**src/rtl/pipelined_control_unit_if.sv**
```systemverilog
// Control-unit bus: ID instruction and EX flags in, per-stage control out.
// Counter outputs are only driven by a counting unit when PCU_PERF_CNT_EN is set.
interface pipelined_control_unit_if #(
  parameter int ALU_CTRL_W = 4,
  parameter int CNT_W      = 32
);
  logic [31:0]           instr_d;
  logic                  stall_e;
  logic                  flush_e;
  logic                  zero_e;
  logic                  lt_e;
  logic                  ltu_e;
  logic [2:0]            imm_src_d;
  logic                  illegal_d;
  logic [ALU_CTRL_W-1:0] alu_control_e;
  logic                  alu_src_a_e;
  logic                  alu_src_b_e;
  logic [1:0]            result_src_e;
  logic                  reg_write_e;
  logic                  pc_src_e;
  logic                  jalr_e;
  logic                  flush_d;
  logic                  mem_write_m;
  logic [2:0]            size_m;
  logic                  reg_write_m;
  logic                  reg_write_w;
  logic [1:0]            result_src_w;
  logic [CNT_W-1:0]      branches_taken;
  logic [CNT_W-1:0]      bubbles;

  modport master (
    output instr_d, stall_e, flush_e,
    output zero_e, lt_e, ltu_e,
    input  imm_src_d, illegal_d,
    input  alu_control_e, alu_src_a_e,
    input  alu_src_b_e, result_src_e,
    input  reg_write_e, pc_src_e, jalr_e,
    input  flush_d, mem_write_m, size_m,
    input  reg_write_m, reg_write_w,
    input  result_src_w,
    input  branches_taken, bubbles
  );

  modport slave (
    input  instr_d, stall_e, flush_e,
    input  zero_e, lt_e, ltu_e,
    output imm_src_d, illegal_d,
    output alu_control_e, alu_src_a_e,
    output alu_src_b_e, result_src_e,
    output reg_write_e, pc_src_e, jalr_e,
    output flush_d, mem_write_m, size_m,
    output reg_write_m, reg_write_w,
    output result_src_w,
    output branches_taken, bubbles
  );
endinterface

```
**src/rtl/pipelined_control_unit.sv**
```systemverilog
// RV32I 5-stage control unit: ID decode, ID/EX, EX/MEM, MEM/WB control regs.
// Define PCU_PERF_CNT_EN to build taken-branch and bubble counters.
module pipelined_control_unit #(
  parameter int ALU_CTRL_W = 4,
  parameter int CNT_W      = 32
) (
  input logic                     clk,
  input logic                     rst,
  pipelined_control_unit_if.slave bus
);

  localparam logic [6:0] OP_R     = 7'b0110011;
  localparam logic [6:0] OP_I     = 7'b0010011;
  localparam logic [6:0] OP_LOAD  = 7'b0000011;
  localparam logic [6:0] OP_STORE = 7'b0100011;
  localparam logic [6:0] OP_BR    = 7'b1100011;
  localparam logic [6:0] OP_JAL   = 7'b1101111;
  localparam logic [6:0] OP_JALR  = 7'b1100111;
  localparam logic [6:0] OP_LUI   = 7'b0110111;
  localparam logic [6:0] OP_AUIPC = 7'b0010111;

  localparam logic [3:0] A_ADD  = 4'd0;
  localparam logic [3:0] A_SUB  = 4'd1;
  localparam logic [3:0] A_AND  = 4'd2;
  localparam logic [3:0] A_OR   = 4'd3;
  localparam logic [3:0] A_XOR  = 4'd4;
  localparam logic [3:0] A_SLT  = 4'd5;
  localparam logic [3:0] A_SLTU = 4'd6;
  localparam logic [3:0] A_SLL  = 4'd7;
  localparam logic [3:0] A_SRL  = 4'd8;
  localparam logic [3:0] A_SRA  = 4'd9;
  localparam logic [3:0] A_PASB = 4'd10;

  typedef struct packed {
    logic       reg_write;
    logic [1:0] result_src;
    logic       mem_write;
    logic       branch;
    logic       jump;
    logic       jalr;
    logic [3:0] alu;
    logic       src_a;
    logic       src_b;
    logic [2:0] br_f3;
    logic [2:0] size;
  } id_ex_t;

  typedef struct packed {
    logic       reg_write;
    logic [1:0] result_src;
    logic       mem_write;
    logic [2:0] size;
  } ex_mem_t;

  typedef struct packed {
    logic       reg_write;
    logic [1:0] result_src;
  } mem_wb_t;

  logic [6:0] op;
  logic [2:0] f3;
  logic       f7b5;
  logic       unused_instr;

  assign op   = bus.instr_d[6:0];
  assign f3   = bus.instr_d[14:12];
  assign f7b5 = bus.instr_d[30];
  assign unused_instr = ^{bus.instr_d[31],
                          bus.instr_d[29:15],
                          bus.instr_d[11:7]};

  // funct7[5] selects sub only for R-type, sra for both R and I
  function automatic logic [3:0] alu_dec(
    input logic [2:0] fn,
    input logic       alt,
    input logic       sub_ok
  );
    logic [3:0] a;
    unique case (fn)
      3'b000:  a = (alt && sub_ok) ? A_SUB : A_ADD;
      3'b001:  a = A_SLL;
      3'b010:  a = A_SLT;
      3'b011:  a = A_SLTU;
      3'b100:  a = A_XOR;
      3'b101:  a = alt ? A_SRA : A_SRL;
      3'b110:  a = A_OR;
      default: a = A_AND;
    endcase
    return a;
  endfunction

  id_ex_t     dec;
  logic [2:0] imm_src;
  logic       ill;

  always_comb begin
    dec     = '0;
    imm_src = 3'b000;
    ill     = 1'b0;
    unique case (1'b1)
      (op == OP_R): begin
        dec.reg_write = 1'b1;
        dec.alu       = alu_dec(f3, f7b5, 1'b1);
      end
      (op == OP_I): begin
        dec.reg_write = 1'b1;
        dec.src_b     = 1'b1;
        dec.alu       = alu_dec(f3, f7b5, 1'b0);
      end
      (op == OP_LOAD): begin
        dec.reg_write  = 1'b1;
        dec.result_src = 2'b01;
        dec.src_b      = 1'b1;
        dec.size       = f3;
      end
      (op == OP_STORE): begin
        dec.mem_write = 1'b1;
        dec.src_b     = 1'b1;
        dec.size      = f3;
        imm_src       = 3'b001;
      end
      (op == OP_BR): begin
        dec.branch = 1'b1;
        dec.alu    = A_SUB;
        dec.br_f3  = f3;
        imm_src    = 3'b010;
      end
      (op == OP_JAL): begin
        dec.jump       = 1'b1;
        dec.reg_write  = 1'b1;
        dec.result_src = 2'b10;
        imm_src        = 3'b011;
      end
      (op == OP_JALR): begin
        dec.jump       = 1'b1;
        dec.jalr       = 1'b1;
        dec.reg_write  = 1'b1;
        dec.result_src = 2'b10;
        dec.src_b      = 1'b1;
      end
      (op == OP_LUI): begin
        dec.reg_write = 1'b1;
        dec.src_b     = 1'b1;
        dec.alu       = A_PASB;
        imm_src       = 3'b100;
      end
      (op == OP_AUIPC): begin
        dec.reg_write = 1'b1;
        dec.src_a     = 1'b1;
        dec.src_b     = 1'b1;
        imm_src       = 3'b100;
      end
      default: ill = 1'b1;
    endcase
  end

  id_ex_t  ex;
  ex_mem_t mem;
  mem_wb_t wb;
  logic    cond;
  logic    pc_src;

  always_comb begin
    cond = 1'b0;
    unique case (ex.br_f3)
      3'b000:  cond = bus.zero_e;
      3'b001:  cond = !bus.zero_e;
      3'b100:  cond = bus.lt_e;
      3'b101:  cond = !bus.lt_e;
      3'b110:  cond = bus.ltu_e;
      3'b111:  cond = !bus.ltu_e;
      default: cond = 1'b0;
    endcase
  end

  assign pc_src = ex.jump | (ex.branch & cond);

  // a taken transfer kills the wrong-path ID instruction even under stall
  always_ff @(posedge clk or posedge rst) begin
    if (rst) begin
      ex  <= '0;
      mem <= '0;
      wb  <= '0;
    end else begin
      if (bus.flush_e || pc_src)
        ex <= '0;
      else if (!bus.stall_e)
        ex <= dec;
      mem <= '{reg_write:  ex.reg_write,
               result_src: ex.result_src,
               mem_write:  ex.mem_write,
               size:       ex.size};
      wb  <= '{reg_write:  mem.reg_write,
               result_src: mem.result_src};
    end
  end

  assign bus.imm_src_d     = rst ? 3'b000 : imm_src;
  assign bus.illegal_d     = !rst && ill;
  assign bus.alu_control_e = ALU_CTRL_W'(ex.alu);
  assign bus.alu_src_a_e   = ex.src_a;
  assign bus.alu_src_b_e   = ex.src_b;
  assign bus.result_src_e  = ex.result_src;
  assign bus.reg_write_e   = ex.reg_write;
  assign bus.pc_src_e      = pc_src;
  assign bus.jalr_e        = ex.jalr;
  assign bus.flush_d       = pc_src;
  assign bus.mem_write_m   = mem.mem_write;
  assign bus.size_m        = mem.size;
  assign bus.reg_write_m   = mem.reg_write;
  assign bus.reg_write_w   = wb.reg_write;
  assign bus.result_src_w  = wb.result_src;

`ifdef PCU_PERF_CNT_EN
  logic [CNT_W-1:0] n_br;
  logic [CNT_W-1:0] n_bub;
  logic             bub_load;

  assign bub_load = bus.flush_e | pc_src |
                    (!bus.stall_e & ill);

  always_ff @(posedge clk or posedge rst) begin
    if (rst) begin
      n_br  <= '0;
      n_bub <= '0;
    end else begin
      if (pc_src)
        n_br <= n_br + CNT_W'(1);
      if (bub_load)
        n_bub <= n_bub + CNT_W'(1);
    end
  end

  assign bus.branches_taken = n_br;
  assign bus.bubbles        = n_bub;
`else
  assign bus.branches_taken = {CNT_W{1'b0}};
  assign bus.bubbles        = {CNT_W{1'b0}};
`endif

endmodule

```
**src/flat_wrapper.sv**
```systemverilog
// flat-port wrapper written by rule: the top's interface ports become plain ports
module pipelined_control_unit_flat 
#(
  parameter int ALU_CTRL_W = 4,
  parameter int CNT_W      = 32
)
  (clk, rst, bus_instr_d, bus_stall_e, bus_flush_e, bus_zero_e, bus_lt_e, bus_ltu_e, bus_imm_src_d, bus_illegal_d, bus_alu_control_e, bus_alu_src_a_e, bus_alu_src_b_e, bus_result_src_e, bus_reg_write_e, bus_pc_src_e, bus_jalr_e, bus_flush_d, bus_mem_write_m, bus_size_m, bus_reg_write_m, bus_reg_write_w, bus_result_src_w, bus_branches_taken, bus_bubbles);
  pipelined_control_unit_if #(.ALU_CTRL_W(ALU_CTRL_W), .CNT_W(CNT_W)) bus_i ();
  input logic clk;
  input logic rst;
  input wire logic [$bits(bus_i.instr_d)-1:0] bus_instr_d;
  input wire logic [$bits(bus_i.stall_e)-1:0] bus_stall_e;
  input wire logic [$bits(bus_i.flush_e)-1:0] bus_flush_e;
  input wire logic [$bits(bus_i.zero_e)-1:0] bus_zero_e;
  input wire logic [$bits(bus_i.lt_e)-1:0] bus_lt_e;
  input wire logic [$bits(bus_i.ltu_e)-1:0] bus_ltu_e;
  output wire logic [$bits(bus_i.imm_src_d)-1:0] bus_imm_src_d;
  output wire logic [$bits(bus_i.illegal_d)-1:0] bus_illegal_d;
  output wire logic [$bits(bus_i.alu_control_e)-1:0] bus_alu_control_e;
  output wire logic [$bits(bus_i.alu_src_a_e)-1:0] bus_alu_src_a_e;
  output wire logic [$bits(bus_i.alu_src_b_e)-1:0] bus_alu_src_b_e;
  output wire logic [$bits(bus_i.result_src_e)-1:0] bus_result_src_e;
  output wire logic [$bits(bus_i.reg_write_e)-1:0] bus_reg_write_e;
  output wire logic [$bits(bus_i.pc_src_e)-1:0] bus_pc_src_e;
  output wire logic [$bits(bus_i.jalr_e)-1:0] bus_jalr_e;
  output wire logic [$bits(bus_i.flush_d)-1:0] bus_flush_d;
  output wire logic [$bits(bus_i.mem_write_m)-1:0] bus_mem_write_m;
  output wire logic [$bits(bus_i.size_m)-1:0] bus_size_m;
  output wire logic [$bits(bus_i.reg_write_m)-1:0] bus_reg_write_m;
  output wire logic [$bits(bus_i.reg_write_w)-1:0] bus_reg_write_w;
  output wire logic [$bits(bus_i.result_src_w)-1:0] bus_result_src_w;
  output wire logic [$bits(bus_i.branches_taken)-1:0] bus_branches_taken;
  output wire logic [$bits(bus_i.bubbles)-1:0] bus_bubbles;
  assign bus_i.instr_d = bus_instr_d;
  assign bus_i.stall_e = bus_stall_e;
  assign bus_i.flush_e = bus_flush_e;
  assign bus_i.zero_e = bus_zero_e;
  assign bus_i.lt_e = bus_lt_e;
  assign bus_i.ltu_e = bus_ltu_e;
  assign bus_imm_src_d = bus_i.imm_src_d;
  assign bus_illegal_d = bus_i.illegal_d;
  assign bus_alu_control_e = bus_i.alu_control_e;
  assign bus_alu_src_a_e = bus_i.alu_src_a_e;
  assign bus_alu_src_b_e = bus_i.alu_src_b_e;
  assign bus_result_src_e = bus_i.result_src_e;
  assign bus_reg_write_e = bus_i.reg_write_e;
  assign bus_pc_src_e = bus_i.pc_src_e;
  assign bus_jalr_e = bus_i.jalr_e;
  assign bus_flush_d = bus_i.flush_d;
  assign bus_mem_write_m = bus_i.mem_write_m;
  assign bus_size_m = bus_i.size_m;
  assign bus_reg_write_m = bus_i.reg_write_m;
  assign bus_reg_write_w = bus_i.reg_write_w;
  assign bus_result_src_w = bus_i.result_src_w;
  assign bus_branches_taken = bus_i.branches_taken;
  assign bus_bubbles = bus_i.bubbles;
  pipelined_control_unit #(.ALU_CTRL_W(ALU_CTRL_W), .CNT_W(CNT_W)) u_core (.clk(clk), .rst(rst), .bus(bus_i));
endmodule
```
**config.mk**
```make
export PLATFORM = sky130hd
export DESIGN_NAME = pipelined_control_unit_flat
export DESIGN_NICKNAME = d
export VERILOG_FILES = /design/src/rtl/pipelined_control_unit_if.sv /design/src/rtl/pipelined_control_unit.sv /design/src/flat_wrapper.sv
export SDC_FILE = /design/constraint.sdc
export NUM_CORES = 1
export LEC_CHECK = 0
export CAP_MARGIN = 10
export CORE_MARGIN = 2
export CORE_UTILIZATION = 36
export CTS_CLUSTER_SIZE = 12
export DETAILED_ROUTE_END_ITERATION = 16
export PLACE_DENSITY = 0.81
export SLEW_MARGIN = 0
export SYNTH_ARGS = -nofsm -noshare
export SYNTH_HDL_FRONTEND = slang
export SYNTH_SLANG_ARGS = --single-unit
```
**constraint.sdc**
```tcl
create_clock -name clk -period 2 [get_ports clk]
set_input_delay 0.2 -clock clk [delete_from_list [all_inputs] [get_ports clk]]
set_output_delay 0.2 -clock clk [all_outputs]
set_load 0.02 [all_outputs]
```
==> out/summary.txt <==
Outcome: completed
Worst min-delay path class: reg -> reg
CTS H-tree depth: 2
Multiplexer area fraction after synthesis: 1.13%
Worst EP required: 1.80 ns
Post-synthesis sequential area ratio: 38.6%
Drt first pass iters: 4
Final Skew: 0.00224 ns
Die Wd: 76.3 um
Final Setup Violations: 0
Top-area cell type share of the netlist area: 38.6%
Max-Cap Viols: 0
Setup WS post-layout: 0.0611 ns
Layout Utilization: 43.9%
Clock Root Buffer: clkbuf_8
Routed vias/inst: 4.16
First-pass GRT wire length: 5660 um
CP max FO: 7
Wirelength per Cell: 10.9 um
Via count: 1327
RSZ-0062 raised after global routing: true
Final Hold Vio Count: 0
Overall Global Routing Usage: 12.1%
Setup Slack @ Placement: -0.342 ns
R2R Setup Slk: 0.44 ns
Post-synth top area cell: dfrtp_1
Worst VDD drop: 268 uV
Worst Path Arrival: 1.74 ns
FP Rows: 26
Yosys reg bits: 29
Clock buffer depth: 2
Largest family of logic cells by synthesized area: buffers and inverters
Die area: 5810 um2
Num CTS Buffers: 5
Simple-Gate Fraction of Synth Area: 15.0%
IO Pins: 127
Remaining DRCs: 0
Congestion Overflow GR: 0
CP startpoint kind: primary input
Clock latency on the worst-skew pair: 0.28 ns
Power Density: 600 nW/um2
Synth Area in Compound Gates: 10.6%
Initial Util: 37.0%
Ant. Diodes: 0
Nets: 288
Unique masters post-synth: 38
Core area: 5070 um2
Worst-path clk slew: 0.05 ns
Critical path type: in -> out
CTS tree: built
Leak: 0.00108 uW
Largest cells by area after synthesis: dfrtp_1 39%, buf_4 30%, nor2_1 4.0%
Mapped Cells: 201
Period Utilization, post-route: 96.9%
Chip height: 76.3 um
Share of layout cells above drive strength 1: 13.3%
Slew Viols, Final: 0
TritonCTS Sinks: 29
Initial antenna violation count: 0
Max Clock Freq: 0.516 GHz
Setup crit end kind: output port
Minimum clock period: 1.94 ns
Drt initial violations: 87
Post-route ant nets: 0
Cts hold-fix bufs: 0
Syn Std Cell Area: 1880 um2
Post-Synth XOR/XNOR Area: 1.40%
Syn. warnings: 0
Port Buffers: 41
Pin count of the biggest net entering global routing: 30
Placer Congestion: 0.849
Syn-to-layout area delta: 18.6%
Syn_area_per_cell: 9.35 um2
DP HPWL: 2740 um
Adder-cell share of the synthesized area: 0%
Total Wirelength: 3490 um
Vias in the first global route: 1193
==> where the power goes <==
part           leakage, uW  switching, uW  internal (uW)
registers         0.000402           3.37            594
logic             0.000631            189           80.9
clock network    0.0000443            198            272
==> kinds of logic (layout without fill, tap and decap cells) <==
logic type | count (synthesis) | count (layout)
buf+inv | 86 | 71
compound gates | 28 | 28
simple gates | 52 | 52
flops | 29 | 29
mux | 2 | 2
xor+xnor | 3 | 3
other cells | 1 | 64
==> path summary, 6_finish.rpt <==
kind | cells after the start | to | from
max reg2reg | 5 | u_core.bus.alu_control_e[1] | u_core.ex[4]
min reg2reg | 0 | u_core.bus.result_src_w[1] | u_core.mem[5]
max in group asynchronous | 3 | u_core.bus.result_src_w[1] | rst
min | 0 | u_core.bus.result_src_w[1] | u_core.mem[5]
min in group asynchronous | 3 | u_core.bus.reg_write_e | rst
max | 6 | bus_illegal_d | bus_instr_d[5]
==> layer usage <==
metal	track usage (%)	wire length (um)	vias up
li1	-	-	634
met1	14.4	1390	623
met2	19.9	1700	64
met3	4.38	328	6
met4	4.91	60	0
met5	0	0	-
==> cells in the mapped netlist <==
| master | count |
|---|---|
| a21oi_1 | 10 |
| a221o_1 | 1 |
| a221oi_1 | 1 |
| a22oi_1 | 8 |
| a311o_1 | 2 |
| a31oi_1 | 1 |
| a32oi_1 | 1 |
| a41oi_1 | 1 |
| and2_1 | 1 |
| and3b_1 | 1 |
| and4_1 | 1 |
| buf_2 | 2 |
| buf_4 | 74 |
| buf_6 | 1 |
| buf_8 | 1 |
| clkbuf_1 | 4 |
| conb_1 | 1 |
| dfrtp_1 | 29 |
| inv_1 | 4 |
| mux2_2 | 1 |
| mux2i_1 | 1 |
| nand2_1 | 6 |
| nand2b_1 | 2 |
| nand3_1 | 1 |
| nand3b_1 | 2 |
| nor2_1 | 20 |
| nor2b_1 | 1 |
| nor3_1 | 8 |
| nor4_1 | 3 |
| nor4b_1 | 1 |
| nor4b_4 | 1 |
| o211ai_1 | 1 |
| o21ba_2 | 1 |
| o41ai_1 | 1 |
| or2_2 | 1 |
| or3_1 | 2 |
| or3b_4 | 1 |
| xnor2_1 | 3 |
==> sequential cells by signal, summed over array words and instances (netlist names) <==
signal / flops
u_core.bus.alu_control_e: 4
u_core.bus.size_m: 3
u_core.bus.reg_write_m: 1
u_core.bus.reg_write_w: 1
u_core.bus.reg_write_e: 1
u_core.bus.jalr_e: 1
u_core.bus.alu_src_a_e: 1
u_core.bus.result_src_w: 2
u_core.bus.mem_write_m: 1
u_core.ex: 9
u_core.bus.alu_src_b_e: 1
u_core.mem: 2
u_core.bus.result_src_e: 2
==> per-stage QoR <==
stage	setup TNS, ns	cell area, um2	power (uW)	hold WS [ns]	instances
floorplan	0	2120	890	0.278	264
finish	0	2230	1340	0.348	319
CTS	0	2220	1350	0.352	318
global route	-0.0546	2230	1390	0.367	319
detailed placement	-1.28	2140	875	0.339	311
global placement	-1.07	2140	873	0.333	311
==> cells in the final DEF, fill, tap and decap left out, drive strengths merged, types with 3 or more instances in the layout <==
cell	netlist	layout
nor4	3	3
nand2	6	6
nor3	8	8
inv	4	4
nor2	20	20
clkbuf	4	8
buf	78	20
clkdlybuf4s50	0	35
dfrtp	29	29
a21oi	10	10
dlygate4sd2	0	3
conb	1	64
xnor2	3	3
a22oi	8	8
==> area by class of cell <==
type	instances	area [um2]
clock buffers	7	86.3
fillers	508	2850
inverters	4	15.0
multi-input cells	149	774
flip-flops and latches	29	726
well taps	70	87.6
repair buffers	60	539
==> worst max-delay path, cell delays in order <==
cell and delay [ns]:
clkdlybuf4s50_1 0.41, buf_4 0.16, and3b_1 0.18, and4_1 0.23, nor4_1 0.22, clkdlybuf4s15_1 0.34
==> timing repair <==
action | in CTS | in global routing
hold endpoints to repair | 0 | 0
endpoints found under the setup margin | 6 | 4
buffers inserted | 0 | 1
gates resized for setup | 11 | 2
(Power assumes the default switching activity.)
